**src/rtl/uart_cmd_pkg.sv**
```systemverilog
// Shared constants for the UART keyboard command decoder: command codes, ASCII keys, parser state.
// Command codes are also consumed by the board controller.
package uart_cmd_pkg;

   localparam logic [2:0] CMD_NONE         = 3'd0;
   localparam logic [2:0] CMD_RANDOMIZE    = 3'd1;
   localparam logic [2:0] CMD_STEP         = 3'd2;
   localparam logic [2:0] CMD_RUN_TOGGLE   = 3'd3;
   localparam logic [2:0] CMD_CURSOR_MOVED = 3'd4;
   localparam logic [2:0] CMD_CELL_TOGGLE  = 3'd5;
   localparam logic [2:0] CMD_CLEAR        = 3'd6;

   localparam logic [7:0] ASCII_ESC      = 8'h1B;
   localparam logic [7:0] ASCII_LBRACKET = 8'h5B;
   localparam logic [7:0] KEY_RANDOMIZE  = 8'h30;
   localparam logic [7:0] KEY_STEP       = 8'h31;
   localparam logic [7:0] KEY_RUN        = 8'h20;
   localparam logic [7:0] KEY_X_LO       = 8'h78;
   localparam logic [7:0] KEY_X_UP       = 8'h58;
   localparam logic [7:0] KEY_C_LO       = 8'h63;
   localparam logic [7:0] KEY_C_UP       = 8'h43;
   localparam logic [7:0] KEY_W_LO       = 8'h77;
   localparam logic [7:0] KEY_W_UP       = 8'h57;
   localparam logic [7:0] KEY_S_LO       = 8'h73;
   localparam logic [7:0] KEY_S_UP       = 8'h53;
   localparam logic [7:0] KEY_A_LO       = 8'h61;
   localparam logic [7:0] KEY_A_UP       = 8'h41;
   localparam logic [7:0] KEY_D_LO       = 8'h64;
   localparam logic [7:0] KEY_D_UP       = 8'h44;
   localparam logic [7:0] CSI_UP         = 8'h41;
   localparam logic [7:0] CSI_DOWN       = 8'h42;
   localparam logic [7:0] CSI_RIGHT      = 8'h43;
   localparam logic [7:0] CSI_LEFT       = 8'h44;

   typedef enum logic [1:0] {StIdle, StEsc, StCsi} parse_state_e;

   typedef enum logic [2:0] {DirNone, DirUp, DirDown, DirLeft, DirRight} dir_e;

endpackage

```
**src/rtl/cmd_esc_parser.sv**
```systemverilog
// ESC / CSI escape-sequence parser with inter-byte timeout. Reports an arrow-key direction or
// flags the accepted byte for plain single-key decoding. Used only when CMD_ANSI_EN is defined.
module cmd_esc_parser
   import uart_cmd_pkg::*;
#(
   parameter int unsigned ESC_TIMEOUT = 24000
) (
   input  logic       clk_i,
   input  logic       reset_i,
   input  logic       byte_valid_i,
   input  logic       byte_error_i,
   input  logic [7:0] byte_i,
   output dir_e       dir_o,
   output logic       pass_o
);

   localparam int unsigned CntW = (ESC_TIMEOUT > 1) ? $clog2(ESC_TIMEOUT) : 1;
   localparam logic [CntW-1:0] CntMax = CntW'(ESC_TIMEOUT - 1);

   parse_state_e    state_q, state_d;
   logic [CntW-1:0] cnt_q, cnt_d;
   logic [2:0]      par_q, par_d;

   always_comb begin
      state_d = state_q;
      cnt_d   = cnt_q;
      par_d   = par_q;
      dir_o   = DirNone;
      pass_o  = 1'b0;
      if (byte_valid_i) begin
         cnt_d = '0;
         if (byte_error_i) begin
            state_d = StIdle;
         end else begin
            case (state_q)
               StIdle: begin
                  if (byte_i == ASCII_ESC) state_d = StEsc;
                  else                     pass_o  = 1'b1;
               end
               StEsc: begin
                  // A non-'[' byte is re-decoded as if it arrived in idle, so ESC ESC re-arms.
                  if (byte_i == ASCII_LBRACKET) begin
                     state_d = StCsi;
                     par_d   = '0;
                  end else if (byte_i == ASCII_ESC) begin
                     state_d = StEsc;
                  end else begin
                     state_d = StIdle;
                     pass_o  = 1'b1;
                  end
               end
               StCsi: begin
                  if (byte_i >= 8'h20 && byte_i <= 8'h3F) begin
                     if (par_q == 3'd7) state_d = StIdle;
                     else               par_d   = par_q + 3'd1;
                  end else begin
                     state_d = StIdle;
                     if (byte_i >= 8'h40 && byte_i <= 8'h7E) begin
                        case (byte_i)
                           CSI_UP:    dir_o = DirUp;
                           CSI_DOWN:  dir_o = DirDown;
                           CSI_RIGHT: dir_o = DirRight;
                           CSI_LEFT:  dir_o = DirLeft;
                           default:   dir_o = DirNone;
                        endcase
                     end
                  end
               end
               default: state_d = StIdle;
            endcase
         end
      end else if (state_q != StIdle) begin
         if (cnt_q == CntMax) begin
            state_d = StIdle;
            cnt_d   = '0;
         end else begin
            cnt_d = cnt_q + CntW'(1);
         end
      end
   end

   always_ff @(posedge clk_i or posedge reset_i) begin
      if (reset_i) begin
         state_q <= StIdle;
         cnt_q   <= '0;
         par_q   <= '0;
      end else begin
         state_q <= state_d;
         cnt_q   <= cnt_d;
         par_q   <= par_d;
      end
   end

endmodule

```
**src/rtl/uart_cmd_decoder.sv**
```systemverilog
// Keyboard command decoder: UART bytes in, one-deep buffered board commands out, wrapping cursor.
// Define CMD_ANSI_EN to add ANSI arrow-key escape parsing with an inter-byte timeout.
module uart_cmd_decoder
   import uart_cmd_pkg::*;
#(
   parameter int unsigned LOG_W       = 3,
   parameter int unsigned LOG_H       = 3,
   parameter int unsigned ESC_TIMEOUT = 24000
) (
   input  logic             clk,
   input  logic             reset,
   input  logic [7:0]       rx_data,
   input  logic             rx_valid,
   input  logic             rx_error,
   output logic             rx_ready,
   output logic             cmd_valid,
   output logic [2:0]       cmd_code,
   input  logic             cmd_ready,
   output logic [LOG_W-1:0] cursor_x,
   output logic [LOG_H-1:0] cursor_y
);

   logic             cmd_valid_q, cmd_valid_d;
   logic [2:0]       cmd_code_q, cmd_code_d;
   logic [LOG_W-1:0] cursor_x_q, cursor_x_d;
   logic [LOG_H-1:0] cursor_y_q, cursor_y_d;
   logic             accept;
   logic             pass_valid;
   dir_e             esc_dir;
   dir_e             key_dir;
   logic [2:0]       emit;

   assign rx_ready = ~cmd_valid_q & ~reset;
   assign accept   = rx_valid & rx_ready;

`ifdef CMD_ANSI_EN
   cmd_esc_parser #(
      .ESC_TIMEOUT(ESC_TIMEOUT)
   ) u_esc_parser (
      .clk_i       (clk),
      .reset_i     (reset),
      .byte_valid_i(accept),
      .byte_error_i(rx_error),
      .byte_i      (rx_data),
      .dir_o       (esc_dir),
      .pass_o      (pass_valid)
   );
`else
   assign esc_dir    = DirNone;
   assign pass_valid = accept & ~rx_error;
`endif

   always_comb begin
      cmd_valid_d = cmd_valid_q;
      cmd_code_d  = cmd_code_q;
      cursor_x_d  = cursor_x_q;
      cursor_y_d  = cursor_y_q;
      key_dir     = esc_dir;
      emit        = CMD_NONE;
      if (pass_valid) begin
         case (rx_data)
            KEY_RANDOMIZE:      emit    = CMD_RANDOMIZE;
            KEY_STEP:           emit    = CMD_STEP;
            KEY_RUN:            emit    = CMD_RUN_TOGGLE;
            KEY_X_LO, KEY_X_UP: emit    = CMD_CELL_TOGGLE;
            KEY_C_LO, KEY_C_UP: emit    = CMD_CLEAR;
            KEY_W_LO, KEY_W_UP: key_dir = DirUp;
            KEY_S_LO, KEY_S_UP: key_dir = DirDown;
            KEY_A_LO, KEY_A_UP: key_dir = DirLeft;
            KEY_D_LO, KEY_D_UP: key_dir = DirRight;
            default:            emit    = CMD_NONE;
         endcase
      end
      // Cursor arithmetic wraps naturally at the register width.
      case (key_dir)
         DirUp:    cursor_y_d = cursor_y_q - LOG_H'(1);
         DirDown:  cursor_y_d = cursor_y_q + LOG_H'(1);
         DirLeft:  cursor_x_d = cursor_x_q - LOG_W'(1);
         DirRight: cursor_x_d = cursor_x_q + LOG_W'(1);
         default:  ;
      endcase
      if (key_dir != DirNone) emit = CMD_CURSOR_MOVED;
      if (cmd_valid_q && cmd_ready) cmd_valid_d = 1'b0;
      if (emit != CMD_NONE) begin
         cmd_valid_d = 1'b1;
         cmd_code_d  = emit;
      end
   end

   always_ff @(posedge clk or posedge reset) begin
      if (reset) begin
         cmd_valid_q <= 1'b0;
         cmd_code_q  <= CMD_NONE;
         cursor_x_q  <= '0;
         cursor_y_q  <= '0;
      end else begin
         cmd_valid_q <= cmd_valid_d;
         cmd_code_q  <= cmd_code_d;
         cursor_x_q  <= cursor_x_d;
         cursor_y_q  <= cursor_y_d;
      end
   end

   assign cmd_valid = cmd_valid_q;
   assign cmd_code  = cmd_code_q;
   assign cursor_x  = cursor_x_q;
   assign cursor_y  = cursor_y_q;

endmodule

```
**config.mk**
```make
export PLATFORM = sky130hd
export DESIGN_NAME = uart_cmd_decoder
export DESIGN_NICKNAME = d
export VERILOG_FILES = /design/src/rtl/uart_cmd_pkg.sv /design/src/rtl/cmd_esc_parser.sv /design/src/rtl/uart_cmd_decoder.sv
export SDC_FILE = /design/constraint.sdc
export NUM_CORES = 1
export LEC_CHECK = 0
export ABC_AREA = 1
export CAP_MARGIN = 20
export CORE_MARGIN = 2
export CORE_UTILIZATION = 46
export CTS_CLUSTER_SIZE = 14
export DETAILED_ROUTE_END_ITERATION = 10
export GPL_ROUTABILITY_DRIVEN = 0
export HOLD_SLACK_MARGIN = 0.1
export PLACE_DENSITY = 0.74
export SYNTH_ARGS = -nofsm -noshare
export SYNTH_HDL_FRONTEND = slang
export SYNTH_SLANG_ARGS = --single-unit
export TNS_END_PERCENT = 5
```
**constraint.sdc**
```tcl
create_clock -name clk -period 2.5 [get_ports clk]
set_input_delay 0.5 -clock clk [delete_from_list [all_inputs] [get_ports clk]]
set_output_delay 0.5 -clock clk [all_outputs]
set_load 0.01 [all_outputs]
```
Word level (Yosys, flattened, before mapping). Index checks and enable logic that the tools add are counted.

Register bits: 10. Word-level logic and storage cells: 54. Output and inout port bits: 11. Input port bits: 13.

Equality and inequality tests: 19. Bitwise operators: 6. Add/subtract/negate cells: 4. Muxes and demuxes: 9. Reduce and logical (&&, ||, !) cells: 12.

Operators with widths (number): 8-bit by 7-bit equality test with 1-bit output, second input constant (12); 8-bit by 6-bit equality test with 1-bit output, second input constant (3); 3-bit case mux with 5 select lines (1); 3-bit case mux with 2 select lines (2); 3-bit case mux with 4 select lines (1); 2-bit OR reduction (6); 3-bit two-way mux (3); 3-bit by 1-bit adder with 3-bit output, second input constant (2); 3-bit by 2-bit equality test with 1-bit output, second input constant (2); 2-bit nonzero test (3); 3-bit nonzero test (2); 3-bit by 1-bit subtractor with 3-bit output, second input constant (2); 1-bit bitwise AND (3); 3-bit by 1-bit equality test with 1-bit output, second input constant (1); 3-bit equality test, second input constant (1); 1-bit NOT (3); 1-bit two-way mux (2); 1-bit logical AND (1).

Depth between registers and ports, before layout.
Word-level depth: 9. Depth in mapped cells: 11. Depth with buffers taken out: 11.

Worst setup path after synthesis. No wires, ideal clock.

Path kind: input to register. Start: input port reset. End: register cursor_x_q[2] (netlist: cursor_x[2]). Arrival time: 1.875 ns. Stages: 8. Data required time: 2.384 ns. Setup slack: 0.508 ns. Library setup time: 0.116 ns. Cells stage by stage: inv_2 > nand2_1 > nor2_2 > nand3_2 > fa_1 > xor3_1 > nand2_1 > nand2_1.

Longest elaborated chain between the ends: 7. Elaborated cells between the ends (all ways): 9. Those cells by class: 2 x eq/ne; 2 x mux; 4 x bitwise; 1 x reduce/logical.

Ends and longest elaborated chain: from (decl) (RTL line uart_cmd_decoder.sv:11) `input logic reset,`; 1-bit NOT * (RTL line uart_cmd_decoder.sv:33) `assign rx_ready = ~cmd_valid_q & ~reset;`; 1-bit bitwise AND * (RTL line uart_cmd_decoder.sv:33); 1-bit bitwise AND * (RTL line uart_cmd_decoder.sv:34) `assign accept = rx_valid & rx_ready;`; 1-bit bitwise AND * (RTL line uart_cmd_decoder.sv:50) `assign pass_valid = accept & ~rx_error;`; 3-bit two-way mux * (RTL line uart_cmd_decoder.sv:60) `if (pass_valid) begin`; 3-bit equality test or 3-bit by 2-bit equality test with 1-bit output (tied branches) (RTL line uart_cmd_decoder.sv:75) `case (key_dir)`; 3-bit case mux with 2 select lines or 2-bit nonzero test (tied branches); to (signal assigned) (RTL line uart_cmd_decoder.sv:99) `cursor_x_q <= cursor_x_d;`; to (decl) (RTL line uart_cmd_decoder.sv:25) `logic [LOG_W-1:0] cursor_x_q, cursor_x_d;`.

Every way passes the cells marked *; elsewhere a longest branch is shown, timed or not. A chain may end at the register's enable or synchronous reset.

Worst setup path after layout.
Start: input port reset. End: output port rx_ready.

Longest elaborated chain between the ends: 2.

Ends and longest elaborated chain: 1-bit NOT (RTL line uart_cmd_decoder.sv:33); 1-bit bitwise AND (RTL line uart_cmd_decoder.sv:33); to (decl) (RTL line uart_cmd_decoder.sv:15) `output logic rx_ready,`.

No other way between the ends.

==> out/metrics.yaml <==
clock_tree:
  clk_pin_slew_worst_paths_ns: 0.07
  cts_tree: "yes"
  h-tree-depth: 1
  clock_latency_ns: 0.27
  cts_sinks: 10
  cts-root-buf: "clkbuf_4"
  cts_hold_buffers: 0
  postCtsSetupBuffers: 0
  cts_buffers: 3
  cts_repair_resize_count: 0
  clockBufferDepth: 2
sta:
  rsz0062_at_grt: "no"
  hold_viol: 0
  min_period_ns: 2.14
  worst_pin_slew_ns: 0.311
  post-route-period-util_pct: 85.7
  setup_viol: 0
  slew_headroom_pct: 79.1
  fin_skew_ns: 0.00260
  fmax_ghz: 0.467
  tns_ns: 0
  worst_slack_ns: 0.358
  slew_violations: 0
drt:
  final_antenna_net_count: 0
  vias: 801
  first_iter_violations: 17
  avgViaCountPerCell: 4.88
  drc: 0
  detail_route.first_pass.iterations: 4
  postRouteWirelength_um: 1710
  wire_per_inst_um: 10.4
synth:
  synthCells: 110
  synth-edff-count: 0
  yosysWarnings: 0
  yosysMostFrequentCell: "nand2_1"
  ys.flop_type: "dfrtp_1"
  yosys.area_share.adder_pct: 4.80
  synthesis.nets: 125
  synth_seq_cells: 10
  syn_avg_cell_area_sq_um: 7.59
  ys_types: 22
  synth-simple-area-share_pct: 47.8
  synth_top_cell_area_share_pct: 30.0
  syn_area_sq_um: 835
  ys_top_cells_by_area: "dfrtp_1 30%, nand2_1 13%, nand2_2 6.0%"
  synth_common_cells: "29 x nand2_1, 10 x dfrtp_1, 10 x nor2_1"
  synth_top_family_by_area: "simple AND/OR/NAND/NOR gates"
  postSynth.asyncResetShare_pct: 100
  yosysSeqAreaShare_pct: 30.0
  yosys.area.top_type: "dfrtp_1"
  synth.mux.area_fraction_pct: 0
  synth_compound_area_share_pct: 4.35
  yosys.area_share.xor_xnor_pct: 4.95
grt:
  grt_pass1_vias: 706
  antenna_found_initial: 0
  grt_overflow: 0
  grt_start_max_net_pins: 11
  track_usage_pct: 19.4
  grt_pass1_wl_um: 2930
setup_path:
  end_kind: "primary output"
  critPathMaxFanout: 2
  crit_type: "in -> out"
  cp_data_arrival_time_ns: 1.64
  crit_required_ns: 2.00
  start_kind: "primary input"
floorplanning:
  die_w_um: 46.6
  start_util_pct: 48.9
  core_sq_um: 1710
  boundaryPins: 24
  rows: 15
  die_area_sq_um: 2170
  die_h_um: 46.6
placed_design:
  place_hpwl_um: 1440
  portBuffers: 23
  dp_worst_setup_slack_ns: 0.101
min_path:
  hold_class: "reg -> reg"
finish:
  final_nets: 155
  drive_above_1_share_pct: 24.5
  area_growth_syn_to_layout_pct: 37.0
  diodes: 0
outcome:
  status: "completed"
power_and_ir_drop:
  cellLeakagePower_uw: 0.000571
  power_density_nw_per_um2: 402
  ir_drop_mv: 0.195
run:
  maxCapViolCount: 0
report_power, final:
part | leakage [uW] | internal [uW] | switching, uW
Combinational | 0.000413 | 66.4 | 56.4
Sequential | 0.000137 | 175 | 10.8
Clock | 0.0000210 | 88.5 | 61.7
Total | 0.000571 | 330 | 129
critical path, cell delays in order:
cell,delay [ns]
clkdlybuf4s50_1,0.41
inv_2,0.08
nand2_1,0.08
inv_1,0.05
clkdlybuf4s50_1,0.52
cells by family (layout without fill, tap and decap cells):
logic type | Yosys count | in the layout
buffers and inverters | 16 | 45
flip-flops | 10 | 10
adder cells (fa/ha/maj) | 2 | 2
AND/OR/NAND/NOR | 75 | 75
XOR/XNOR | 3 | 3
AO/OA/AOI/OAI | 4 | 4
per-stage QoR:
step           std cells  hold WS [ns]  total power, uW  cell area (sq um)  util [%]
4_1_cts              164         0.506              465               1140      67.0
2_1_floorplan        110         0.290              249                835         -
3_3_place_gp         160         0.490              311               1110      64.8
3_5_place_dp         160         0.487              313               1110      64.8
5_1_grt              164         0.541              485               1140      67.0
6_report             164         0.504              459               1140      67.0
registers in the layout (all words and copies together), names as in the netlist:
register and count:
cmd_code 3, cursor_x 3, cmd_valid 1, cursor_y 3
per-layer routing:
layer | global-route usage (%) | routed length [um] | vias to the layer above
li1 | - | - | 410
met1 | 24.3 | 811 | 364
met2 | 31.1 | 769 | 23
met3 | 5.88 | 107 | 4
met4 | 7.43 | 23 | 0
met5 | 0 | 0 | -
path summary, 6_finish.rpt:
| kind | slack [ns] | end | cells past startpoint | startpoint |
|---|---|---|---|---|
| max reg2reg | 0.68 | cursor_x[2] | 8 | cmd_valid |
| min | 0.50 | cmd_code[2] | 2 | cmd_code[2] |
| min in group asynchronous | 0.56 | cursor_y[1] | 3 | reset |
| min reg2reg | 0.50 | cmd_code[2] | 2 | cmd_code[2] |
| max in group asynchronous | 1.79 | cursor_x[1] | 3 | reset |
| max | 0.36 | rx_ready | 5 | reset |
cell usage in the layout (no fill, tap or decap):
cell type        Yosys  final
nand2_1             29     29
clkdlybuf4s50_1      0     23
nor2_1              10     10
dfrtp_1             10     10
nand2_2              8      8
inv_1                8      8
nand3_1              8      8
inv_2                7      7
nand4_1              6      6
nand3_2              3      3
nor2_4               3      3
nor2_2               3      3
clkbuf_4             0      3
buf_4                0      3
nand2_4              2      2
xor2_1               2      2
nand3b_1             2      2
fa_1                 2      2
o21ai_4              1      1
xor3_1               1      1
nor3_1               1      1
a21boi_1             1      1
o21ai_1              1      1
o211ai_1             1      1
clkbuf_8             0      1
layout make-up:
cell class                      count  area [sq um]
Tap cell                           25          31.3
Inverter                           15          56.3
Sequential cell                    10           250
Timing Repair Buffer               26           253
Multi-Input combinational cell     84           517
Fill cell                         160           564
Clock buffer                        4          36.3
No activity file was read; power rests on OpenSTA's default activity.
